## src/rtl/video_fetch_arbiter_if.sv

```systemverilog
// Bus bundle around the video fetch arbiter.
//   mem_*  : single-port RAM port. The arbiter drives en/we/addr/wdata;
//            the RAM returns rdata one cycle after a read strobe.
//   cpu_*  : CPU request port. The CPU holds req/we/addr/wdata until it
//            sees ack; the arbiter returns a one-cycle ack pulse and the
//            registered read data.
// Modports:
//   slave  : the arbiter's view (serves the CPU, owns the RAM port)
//   master : the environment's view (CPU plus RAM)
interface video_fetch_arbiter_if;
  logic        mem_en;
  logic        mem_we;
  logic [16:0] mem_addr;
  logic [31:0] mem_wdata;
  logic [31:0] mem_rdata;

  logic        cpu_req;
  logic        cpu_we;
  logic [16:0] cpu_addr;
  logic [31:0] cpu_wdata;
  logic        cpu_ack;
  logic [31:0] cpu_rdata;

  modport slave (
    output mem_en, mem_we, mem_addr, mem_wdata,
    input  mem_rdata,
    input  cpu_req, cpu_we, cpu_addr, cpu_wdata,
    output cpu_ack, cpu_rdata
  );

  modport master (
    input  mem_en, mem_we, mem_addr, mem_wdata,
    output mem_rdata,
    output cpu_req, cpu_we, cpu_addr, cpu_wdata,
    input  cpu_ack, cpu_rdata
  );
endinterface

```

## src/rtl/video_fetch_arbiter.sv

```systemverilog
// Video fetch arbiter for a 640x480 (800x525 total) RGB332 framebuffer
// packed 4 pixels per 32-bit word. Video fetches own the RAM on fetch
// slots; the CPU gets any other cycle.
// Ports:
//   clk       pixel clock, rising edge
//   resetn    asynchronous active-low reset
//   in_x/in_y raster position (0..799 / 0..524)
//   in_blank  high outside the active area
//   fb_base   framebuffer word base, sampled once per frame
//   color     registered RGB888 pixel, 1 cycle after in_x/in_y
//   bus       RAM and CPU bus bundle (slave modport)
//
// CPU FSM
//   state   | meaning
//   ST_IDLE | waiting; issues a pending cpu_req on a non-fetch cycle
//   ST_ACK  | cpu_ack high; read data captured from the RAM
module video_fetch_arbiter (
  input  logic                      clk,
  input  logic                      resetn,
  input  logic [9:0]                in_x,
  input  logic [9:0]                in_y,
  input  logic                      in_blank,
  input  logic [16:0]               fb_base,
  output logic [23:0]               color,
  video_fetch_arbiter_if.slave      bus
);

  typedef enum logic [0:0] {ST_IDLE, ST_ACK} cpu_state_t;

  cpu_state_t  state;
  logic        we_q;
  logic        vid_pend;
  logic [16:0] base_q;
  logic [31:0] cur_word;
  logic [31:0] next_word;

  function automatic logic [16:0] row_off(input logic [9:0] y);
    return {y, 7'd0} + {2'd0, y, 5'd0};
  endfunction

  logic [9:0]  nl;
  logic        capture;
  logic        fetch_line;
  logic        fetch_next;
  logic        vid_fetch;
  logic [16:0] base_eff;
  logic [16:0] vid_addr;
  logic        cpu_issue;

  assign nl         = (in_y == 10'd524) ? 10'd0 : in_y + 10'd1;
  assign capture    = (in_y == 10'd524) && (in_x == 10'd797);
  assign fetch_line = (in_x[1:0] == 2'd1) && (in_x < 10'd636) && (in_y < 10'd480);
  assign fetch_next = (in_x == 10'd797) && (nl < 10'd480);
  assign vid_fetch  = fetch_line || fetch_next;
  // The new base applies to the capture cycle's own fetch (first line of the frame).
  assign base_eff   = capture ? fb_base : base_q;
  assign vid_addr   = fetch_next ? (base_eff + row_off(nl))
                                 : (base_eff + row_off(in_y) + {9'd0, in_x[9:2]} + 17'd1);
  // resetn gates only CPU traffic; video decode stays live through reset.
  assign cpu_issue  = resetn && (state == ST_IDLE) && bus.cpu_req && !vid_fetch;

  always_comb begin
    bus.mem_en    = 1'b0;
    bus.mem_we    = 1'b0;
    bus.mem_addr  = 17'd0;
    bus.mem_wdata = 32'd0;
    if (vid_fetch) begin
      bus.mem_en   = 1'b1;
      bus.mem_addr = vid_addr;
    end else if (cpu_issue) begin
      bus.mem_en    = 1'b1;
      bus.mem_we    = bus.cpu_we;
      bus.mem_addr  = bus.cpu_addr;
      bus.mem_wdata = bus.cpu_wdata;
    end
  end

  // At x%4==0 the word for this group has only just landed in next_word.
  logic [31:0] word_sel;
  logic [7:0]  pix;
  logic [23:0] rgb;

  assign word_sel = (in_x[1:0] == 2'd0) ? next_word : cur_word;

  always_comb begin
    pix = word_sel[7:0];
    case (in_x[1:0])
      2'd0: pix = word_sel[7:0];
      2'd1: pix = word_sel[15:8];
      2'd2: pix = word_sel[23:16];
      2'd3: pix = word_sel[31:24];
      default: pix = word_sel[7:0];
    endcase
  end

  assign rgb = {pix[7:5], pix[7:5], pix[7:6],
                pix[4:2], pix[4:2], pix[4:3],
                pix[1:0], pix[1:0], pix[1:0], pix[1:0]};

  always_ff @(posedge clk or negedge resetn) begin
    if (!resetn) begin
      color         <= 24'd0;
      vid_pend      <= 1'b0;
      next_word     <= 32'd0;
      cur_word      <= 32'd0;
      base_q        <= 17'd0;
      state         <= ST_IDLE;
      we_q          <= 1'b0;
      bus.cpu_ack   <= 1'b0;
      bus.cpu_rdata <= 32'd0;
    end else begin
      vid_pend <= vid_fetch;
      if (vid_pend)
        next_word <= bus.mem_rdata;
      if (in_x[1:0] == 2'd0)
        cur_word <= next_word;
      if (capture)
        base_q <= fb_base;
      color <= in_blank ? 24'd0 : rgb;

      case (state)
        ST_IDLE: begin
          bus.cpu_ack <= 1'b0;
          if (cpu_issue) begin
            state       <= ST_ACK;
            we_q        <= bus.cpu_we;
            bus.cpu_ack <= 1'b1;
          end
        end
        ST_ACK: begin
          bus.cpu_ack <= 1'b0;
          if (!we_q)
            bus.cpu_rdata <= bus.mem_rdata;
          state <= ST_IDLE;
        end
        default: begin
          bus.cpu_ack <= 1'b0;
          state       <= ST_IDLE;
        end
      endcase
    end
  end

endmodule
```

## src/flat_wrapper.sv

```systemverilog
// flat-port wrapper written by rule: the top's interface ports become plain ports
module video_fetch_arbiter_flat 
  (clk, resetn, in_x, in_y, in_blank, fb_base, color, bus_mem_en, bus_mem_we, bus_mem_addr, bus_mem_wdata, bus_mem_rdata, bus_cpu_req, bus_cpu_we, bus_cpu_addr, bus_cpu_wdata, bus_cpu_ack, bus_cpu_rdata);
  video_fetch_arbiter_if bus_i ();
  input  logic clk;
  input  logic resetn;
  input  logic [9:0] in_x;
  input  logic [9:0] in_y;
  input  logic in_blank;
  input  logic [16:0] fb_base;
  output logic [23:0] color;
  output wire logic [$bits(bus_i.mem_en)-1:0] bus_mem_en;
  output wire logic [$bits(bus_i.mem_we)-1:0] bus_mem_we;
  output wire logic [$bits(bus_i.mem_addr)-1:0] bus_mem_addr;
  output wire logic [$bits(bus_i.mem_wdata)-1:0] bus_mem_wdata;
  input wire logic [$bits(bus_i.mem_rdata)-1:0] bus_mem_rdata;
  input wire logic [$bits(bus_i.cpu_req)-1:0] bus_cpu_req;
  input wire logic [$bits(bus_i.cpu_we)-1:0] bus_cpu_we;
  input wire logic [$bits(bus_i.cpu_addr)-1:0] bus_cpu_addr;
  input wire logic [$bits(bus_i.cpu_wdata)-1:0] bus_cpu_wdata;
  output wire logic [$bits(bus_i.cpu_ack)-1:0] bus_cpu_ack;
  output wire logic [$bits(bus_i.cpu_rdata)-1:0] bus_cpu_rdata;
  assign bus_mem_en = bus_i.mem_en;
  assign bus_mem_we = bus_i.mem_we;
  assign bus_mem_addr = bus_i.mem_addr;
  assign bus_mem_wdata = bus_i.mem_wdata;
  assign bus_i.mem_rdata = bus_mem_rdata;
  assign bus_i.cpu_req = bus_cpu_req;
  assign bus_i.cpu_we = bus_cpu_we;
  assign bus_i.cpu_addr = bus_cpu_addr;
  assign bus_i.cpu_wdata = bus_cpu_wdata;
  assign bus_cpu_ack = bus_i.cpu_ack;
  assign bus_cpu_rdata = bus_i.cpu_rdata;
  video_fetch_arbiter u_core (.clk(clk), .resetn(resetn), .in_x(in_x), .in_y(in_y), .in_blank(in_blank), .fb_base(fb_base), .color(color), .bus(bus_i));
endmodule
```

## config.mk

```make
export PLATFORM = sky130hd
export DESIGN_NAME = video_fetch_arbiter_flat
export DESIGN_NICKNAME = d
export VERILOG_FILES = /design/src/rtl/video_fetch_arbiter_if.sv /design/src/rtl/video_fetch_arbiter.sv /design/src/flat_wrapper.sv
export SDC_FILE = /design/constraint.sdc
export NUM_CORES = 1
export LEC_CHECK = 0
export ABC_AREA = 1
export BUFFER_PORTS_ARGS = -buffer_cell sky130_fd_sc_hd__buf_2
export CAP_MARGIN = 20
export CORE_ASPECT_RATIO = 0.75
export CORE_MARGIN = 2
export CORE_UTILIZATION = 57
export DETAILED_ROUTE_END_ITERATION = 12
export PLACE_DENSITY = 0.87
export SYNTH_ARGS = -nofsm -noshare
export SYNTH_HDL_FRONTEND = slang
export SYNTH_SLANG_ARGS = --single-unit
```

## constraint.sdc

```tcl
create_clock -name clk -period 16.27 [get_ports clk]
set_clock_uncertainty 0.2 [all_clocks]
set_input_delay 4.0675 -clock clk [delete_from_list [all_inputs] [get_ports clk]]
set_output_delay 4.0675 -clock clk [all_outputs]
set_load 0.02 [all_outputs]
```

==> results of run 1 <==
==> final cells by class <==
type / instances / area, µm² / share of cell area (%)
Multi-Input combinational cell: 620 / 3920 / 41.6
Sequential cell: 116 / 2900 / 30.8
Timing Repair Buffer: 236 / 1210 / 12.9
Inverter: 155 / 588 / 6.24
Clock buffer: 17 / 425 / 4.51
Tap cell: 171 / 214 / 2.27
Clock inverter: 15 / 160 / 1.70
==> Yosys cell counts, types with 2 or more instances <==
library cell | instances | area, µm²
o31ai_1 | 3 | 22.5
nand4_1 | 2 | 12.5
xor2_1 | 12 | 105
o22ai_1 | 3 | 18.8
a41oi_1 | 5 | 43.8
o21bai_1 | 2 | 15.0
mux2_2 | 26 | 293
buf_12 | 2 | 40.0
fa_1 | 21 | 420
o2111ai_1 | 2 | 17.5
nand3b_1 | 4 | 30.0
a22oi_1 | 2 | 15.0
nand2_2 | 4 | 25.0
o21ai_1 | 2 | 10.0
inv_2 | 3 | 11.3
nand3_2 | 3 | 30.0
o21ai_0 | 52 | 260
a21oi_1 | 58 | 290
inv_1 | 150 | 563
nor2_1 | 63 | 236
buf_1 | 4 | 15.0
buf_4 | 16 | 120
nand3_1 | 23 | 115
clkbuf_1 | 17 | 63.8
xnor2_1 | 6 | 52.6
buf_6 | 4 | 45.0
o211ai_1 | 2 | 15.0
nor3_1 | 5 | 25.0
nand2_1 | 225 | 845
nor2_2 | 22 | 138
nand2_4 | 2 | 22.5
nor2_4 | 15 | 169
ha_1 | 49 | 613
dfrtp_1 | 116 | 2900
==> registers in the layout (all words and copies together) (netlist names) <==
signal                flops
u_core.next_word         32
u_core.we_q               1
u_core.vid_pend           1
u_core.cur_word          24
u_core.base_q            17
u_core.bus.cpu_rdata     32
u_core.bus.cpu_ack        1
u_core.color              8
==> critical path: stages <==
cell	delay [ps]
buf_2	120
inv_1	90
nor2_4	250
nand2_1	90
nor2_1	240
nand2_2	300
inv_1	480
nand2_1	100
nand2_1	120
inv_1	60
fa_1	370
fa_1	500
inv_1	40
ha_1	340
a21oi_1	210
a21boi_0	490
o21ai_0	230
nand2_1	110
nand2_1	60
xor2_1	130
nand2_1	70
nand3_1	70
buf_2	160
==> final timing paths <==
path | to | slack [ps] | cells past startpoint
setup reg to reg | u_core.next_word[18]$_DFFE_PN0P_ | 14530 | 1
hold reg to reg | u_core.bus.cpu_rdata[0]$_DFFE_PN0P_ | 280 | 2
setup / recovery | bus_mem_addr[12] | 3280 | 23
max in group asynchronous | u_core.vid_pend$_DFF_PN0_ | 11010 | 3
hold / removal | u_core.bus.cpu_rdata[0]$_DFFE_PN0P_ | 280 | 2
min in group asynchronous | u_core.next_word[23]$_DFFE_PN0P_ | 3690 | 2
==> power groups by stage <==
stage / registers (mW) / clock network [mW] / logic, mW
CTS: 0.378 / 0.375 / 0.283
global route: 0.385 / 0.390 / 0.313
finish: 0.378 / 0.369 / 0.283
floorplan: 0.409 / 0 / 0.157
global placement: 0.379 / 0 / 0.272
detailed placement: 0.382 / 0 / 0.280
==> logic make-up after synthesis <==
logic type / share of synthesized area, %
DFF: 37.7
adders and majority gates: 13.4
xor gates and xnor gates: 2.05
buffers and inverters: 11.6
muxes: 3.80
AOI/OAI and AO/OA: 9.46
and+or+nand+nor: 22.1
==> per-layer routing <==
layer	routed length, µm	vias to the layer above	GRT usage, %
met5	0	-	0
met1	9180	3171	40.3
met4	205	0	6.34
met3	1630	18	6.78
met2	9190	300	44.2
li1	-	3347	-
==> metrics by stage <==
step	util, %	cells	power (mW)	hold WS [ps]
3_5_place_dp	67.3	1297	0.662	270
2_1_floorplan	-	936	0.567	245
3_3_place_gp	67.3	1297	0.650	258
5_1_grt	71.9	1330	1.09	301
4_1_cts	71.7	1329	1.04	285
6_report	71.9	1330	1.03	281
==> key figures, run 1 <==
Run
  • Max Cap Viol: 0

Run status
  • Status: finished, final reports clean

Setup path
  • CP Capture Type: output pin
  • Worst r2r src: u_core.vid_pend$_DFF_PN0_
  • Crit start category: input pin
  • Critical Path Fanout Max: 18
  • Worst setup startpoint: in_x[0]
  • Critical Path RT: 12,000 ps
  • Critical path class: input pin to output pin
  • Crit path DAT: 8720 ps

Die
  • Number of placement rows: 36
  • Core area: 13,100 µm²
  • Die W: 138 µm
  • Starting Density: 58.8%
  • Die Y: 105 µm
  • I/O pins: 231
  • Die area: 14,500 µm²

Logic synthesis
  • Prevailing post-synth register cell: dfrtp_1
  • Syn nets: 1,129
  • Warnings from Yosys: 0
  • Post-synth EDFFs: 0
  • Register area share after synthesis: 37.7%
  • Synth Instances: 936
  • Mapped Area: 7710 µm²
  • Post-synthesis sequential element count: 116
  • Post-synth ARST share: 100%
  • Syn_area_per_cell: 8.24 µm²
  • Number of distinct library cells after synthesis: 45

Detailed routing
  • Routed vias/inst: 5.14
  • Initial DRC Count: 488
  • DRT Wirelength: 20,200 µm
  • TritonRoute pass-1 iters: 5
  • Drt wl/cell: 15.2 µm
  • DRC Markers: 0
  • Post-DRT Antenna Nets: 0
  • Via count: 6,836

Timing
  • Fin crit share: 79.8%
  • Pin slew with the least headroom to its limit: 945 ps
  • Final min period: 12,990 ps
  • RSZ-0062 raised after global routing: false
  • Final Hold Fails: 0
  • Setup TNS: 0 ps
  • Fin. max-slew vios: 0
  • Post-route setup slack: 3280 ps
  • Final setup violation count: 0
  • Max-slew headroom: 37.0%
  • Fmax: 77.0 MHz

Clock network
  • Reg clk slew, reported paths: 60 ps
  • # resized after CTS: 0
  • Clk Tree Root Cell: clkbuf_16
  • CTS sink cnt: 116
  • Hold-fix buffers, CTS: 0
  • Total CTS buffers: 17
  • H-tree levels: 4
  • Postcts setup bufs: 0
  • CTS tree: built
  • Max Buffers Root-to-Sink: 2
  • Worst-Skew Late Latency: 410 ps

Power
  • Switch Pwr: 0.360 mW
  • Clock Power Share: 35.8%
  • Lkg Pwr: 5.22 nW
  • Share of power burned in registers: 36.7%
  • Sw Ratio: 34.9%
  • VDD IR-drop max: 97.3 µV
  • Power Density: 109 nW/µm²
  • P_int: 0.670 mW
  • Gate power share: 27.5%

Finish
  • Fillers: 1,029
  • Post-route cell area: 9420 µm²
  • Nets: 1,339
  • Area grow syn2layout: 22.3%
  • Commonest cells after routing, fill and taps aside: 229 x buf_2, 225 x nand2_1, 150 x inv_1, 115 x dfrtp_1, 62 x nor2_1
  • Commonest non-fill, non-tap cell in the layout: buf_2
  • Antenna diodes: 0
  • Layout cells sized above 1: 30.1%

Placed design
  • Routability congestion estimate: 0.967
  • # port buffers: 230
  • Pre-CTS setup slack: 3470 ps
  • Placed Instance Area: 8820 µm²
  • Dpl hpwl: 15,700 µm

GRT
  • Grt ovf: 0
  • All-Layer GR Usage: 28.3%
  • First-pass GRT wire length: 32,600 µm
  • Largest net degree at the start of global routing: 69
  • Vias in the first global route: 6,498
  • Number of antenna violations at the first check in global routing: 0

Min path
  • Min-delay src: u_core.bus.cpu_rdata[0]$_DFFE_PN0P_
  • Worst hold path type: flip-flop to flip-flop
Note: power is estimated with default switching activity, not from simulation.
==> run 2, diff against run 1 <==
--- a/config.mk
+++ b/config.mk
@@ -10,9 +10,9 @@
 export CAP_MARGIN = 20
 export CORE_ASPECT_RATIO = 0.75
 export CORE_MARGIN = 2
-export CORE_UTILIZATION = 57
+export CORE_UTILIZATION = 48
 export DETAILED_ROUTE_END_ITERATION = 12
-export PLACE_DENSITY = 0.87
+export PLACE_DENSITY = 0.78
 export SYNTH_ARGS = -nofsm -noshare
 export SYNTH_HDL_FRONTEND = slang
 export SYNTH_SLANG_ARGS = --single-unit
==> constraint.sdc (replaced) <==
create_clock -name clk -period 10.8 [get_ports clk]
set_clock_uncertainty 0.2 [all_clocks]
set_input_delay 2.7 -clock clk [delete_from_list [all_inputs] [get_ports clk]]
set_output_delay 2.7 -clock clk [all_outputs]
set_load 0.02 [all_outputs]
==> run 2 against run 1 <==
  * Clock power rose by 57%
  * Worst hold slack lost 3.1 ps
  * First-iteration DRC count increased by 8.4%
  * Worst setup slack worse by 2500 ps
  * Combinational power up 50%
  * Via count rose by 0.47%
  * Clock-buffer cell count stayed put
  * Largest power group is now clock
  * Die area grew 18%
  * Total power rose by 53%
  * Highest routed layer unchanged
==> key figures, run 2 (synthesis results as in run 1) <==
Run status
  • Status: finished, final reports clean (unchanged)

Clock network
  • Clk Tree Root Cell: clkbuf_16 (unchanged)
  • CTS sink cnt: 116 (unchanged)
  • H-tree levels: 4 (unchanged)
  • Hold-fix buffers, CTS: 0 (unchanged)
  • Reg clk slew, reported paths: 60 ps (about the same)
  • Max Buffers Root-to-Sink: 2 (unchanged)
  • Postcts setup bufs: 0 (unchanged)
  • Worst-Skew Late Latency: 410 ps (about the same)
  • Total CTS buffers: 17 (unchanged)
  • CTS tree: built (unchanged)
  • # resized after CTS: 0 (unchanged)

Detailed routing
  • Drt wl/cell: 15.1 µm (was 15.2 µm)
  • TritonRoute pass-1 iters: 5 (unchanged)
  • Initial DRC Count: 529 (was 488)
  • Via count: 6,868 (was 6,836)
  • DRT Wirelength: 20,700 µm (was 20,200 µm)
  • Routed vias/inst: 5.02 (was 5.14)
  • Post-DRT Antenna Nets: 0 (unchanged)
  • DRC Markers: 0 (unchanged)

Finish
  • Finished Layout Cells: 1,369 (was 1,330)
  • Commonest cells after routing, fill and taps aside: 229 x buf_2, 225 x nand2_1, 150 x inv_1, 115 x dfrtp_1, 62 x nor2_1 (unchanged)
  • Commonest non-fill, non-tap cell in the layout: buf_2 (unchanged)
  • Antenna diodes: 0 (unchanged)
  • Nets: 1,339 (unchanged)
  • Fillers: 1,438 (was 1,029)
  • Post-route cell area: 9510 µm² (was 9420 µm²)
  • Largest registers: u_core.bus.cpu_rdata x32, u_core.next_word x32, u_core.cur_word x24 (unchanged)
  • Area grow syn2layout: 23.3% (was 22.3%)
  • Layout cells sized above 1: 30.2% (was 30.1%)

Timing
  • RSZ-0062 raised after global routing: false (unchanged)
  • Hold slack: 278 ps (was 281 ps)
  • Max-slew headroom: 36.8% (was 37.0%)
  • Fmax: 100 MHz
  • Fin crit share: 92.3%
  • Post-route setup slack: 829 ps (was 3280 ps)
  • Final Hold Fails: 0 (unchanged)
  • Pin slew with the least headroom to its limit: 940 ps (was 945 ps)
  • Setup TNS: 0 ps (unchanged)
  • Final setup violation count: 0 (unchanged)
  • Fin. max-slew vios: 0 (unchanged)
  • Final min period: 9970 ps

Min path
  • Worst hold path type: flip-flop to flip-flop (unchanged)

Die
  • Core area: 15,900 µm² (was 13,100 µm²)
  • I/O pins: 231 (unchanged)
  • Number of placement rows: 40 (was 36)
  • Die area: 17,100 µm² (was 14,500 µm²)
  • Die W: 150 µm (was 138 µm)
  • Starting Density: 48.6% (was 58.8%)
  • Die Y: 114 µm (was 105 µm)

Power
  • Lkg Pwr: 5.24 nW (was 5.22 nW)
  • Power Density: 165 nW/µm² (was 109 nW/µm²)
  • VDD IR-drop max: 148 µV (was 97.3 µV)

Setup path
  • Crit path DAT: 7070 ps (was 8720 ps)
  • CP Capture Type: output pin (unchanged)
  • Critical path class: input pin to output pin (unchanged)
  • Critical Path Fanout Max: 16 (was 18)
  • Critical Path RT: 7900 ps (was 12,000 ps)
  • Crit start category: input pin (unchanged)

GRT
  • Number of antenna violations at the first check in global routing: 0 (unchanged)
  • Grt ovf: 0 (unchanged)
  • All-Layer GR Usage: 24.3% (was 28.3%)
  • Vias in the first global route: 6,330 (was 6,498)
  • Largest net degree at the start of global routing: 61 (was 69)
  • First-pass GRT wire length: 32,000 µm (was 32,600 µm)

Placed design
  • Routability congestion estimate: 1.01 (was 0.967)
  • Placed Instance Area: 8870 µm² (was 8820 µm²)
  • Dpl hpwl: 16,400 µm (was 15,700 µm)
  • Pre-CTS setup slack: 933 ps (was 3470 ps)
  • # port buffers: 230 (unchanged)
  • Placed cells: 1,336 (was 1,297)

Run
  • Max Cap Viol: 0 (unchanged)
-- run 2: cell types whose count changed in the layout (fill, tap and decap cells not counted), sizes merged --
| cell | before | now |
|---|---|---|
| clkinvlp | 4 | 2 |
| clkinv | 1 | 3 |
| bufinv | 1 | 2 |
| inv | 164 | 163 |
-- run 2: stage by stage --
step / utilization [%] / power (mW)
floorplan: - / 0.853
CTS: 59.8 / 1.58
global placement: 55.9 / 0.982
detailed placement: 55.9 / 0.993
finish: 59.9 / 1.57
global route: 59.9 / 1.66
-- run 2: worst max-delay path, cell delays in order --
cell and delay, ps:
buf_2 120, inv_1 140, ha_1 180, nand3_1 120, nor2_2 240, nand2_2 80, inv_1 340, nand2_1 90
nand2_1 110, inv_1 60, fa_1 380, fa_1 490, inv_1 40, ha_1 340, a21oi_1 200, a21boi_0 530
o21ai_0 250, nand2_1 100, nand2_1 60, xor2_1 150, nand2_1 70, nand3_1 110, buf_2 160
-- run 2: cell type report --
class | count | area [µm²] | share of cell area [%]
Inverter | 155 | 588 | 6.19
Clock buffer | 17 | 425 | 4.47
Timing Repair Buffer | 236 | 1210 | 12.7
Clock inverter | 15 | 189 | 1.99
Multi-Input combinational cell | 620 | 3930 | 41.3
Sequential cell | 116 | 2900 | 30.5
Tap cell | 210 | 263 | 2.76
-- run 2: routing by layer --
metal  global-route usage, %  share of wire, %  vias to the layer above
met5                       0                 0                        -
met4                    5.22              0.96                        0
met3                    6.72               9.8                       20
met2                    36.3                42                      300
met1                    35.4                47                     3200
li1                        -                 -                     3348
-- run 2: final timing paths --
path                                                          start                             endpoint  slack [ps]  cells past startpoint
max in group asynchronous                                    resetn  u_core.bus.cpu_rdata[5]$_DFFE_PN0P_        6880                      3
worst min register to register  u_core.bus.cpu_rdata[2]$_DFFE_PN0P_  u_core.bus.cpu_rdata[2]$_DFFE_PN0P_         280                      2
worst max-delay path                                        in_y[1]                     bus_mem_addr[12]         830                     23
worst min-delay path            u_core.bus.cpu_rdata[2]$_DFFE_PN0P_  u_core.bus.cpu_rdata[2]$_DFFE_PN0P_         280                      2
worst max register to register            u_core.vid_pend$_DFF_PN0_     u_core.next_word[16]$_DFFE_PN0P_        9090                      1
min in group asynchronous                                    resetn  u_core.bus.cpu_rdata[3]$_DFFE_PN0P_        2270                      2
-- run 2: power breakdown --
part	total [mW]	internal (mW)	switching [mW]
registers	0.568	0.523	0.0452
clock network	0.579	0.352	0.227
logic	0.424	0.159	0.265
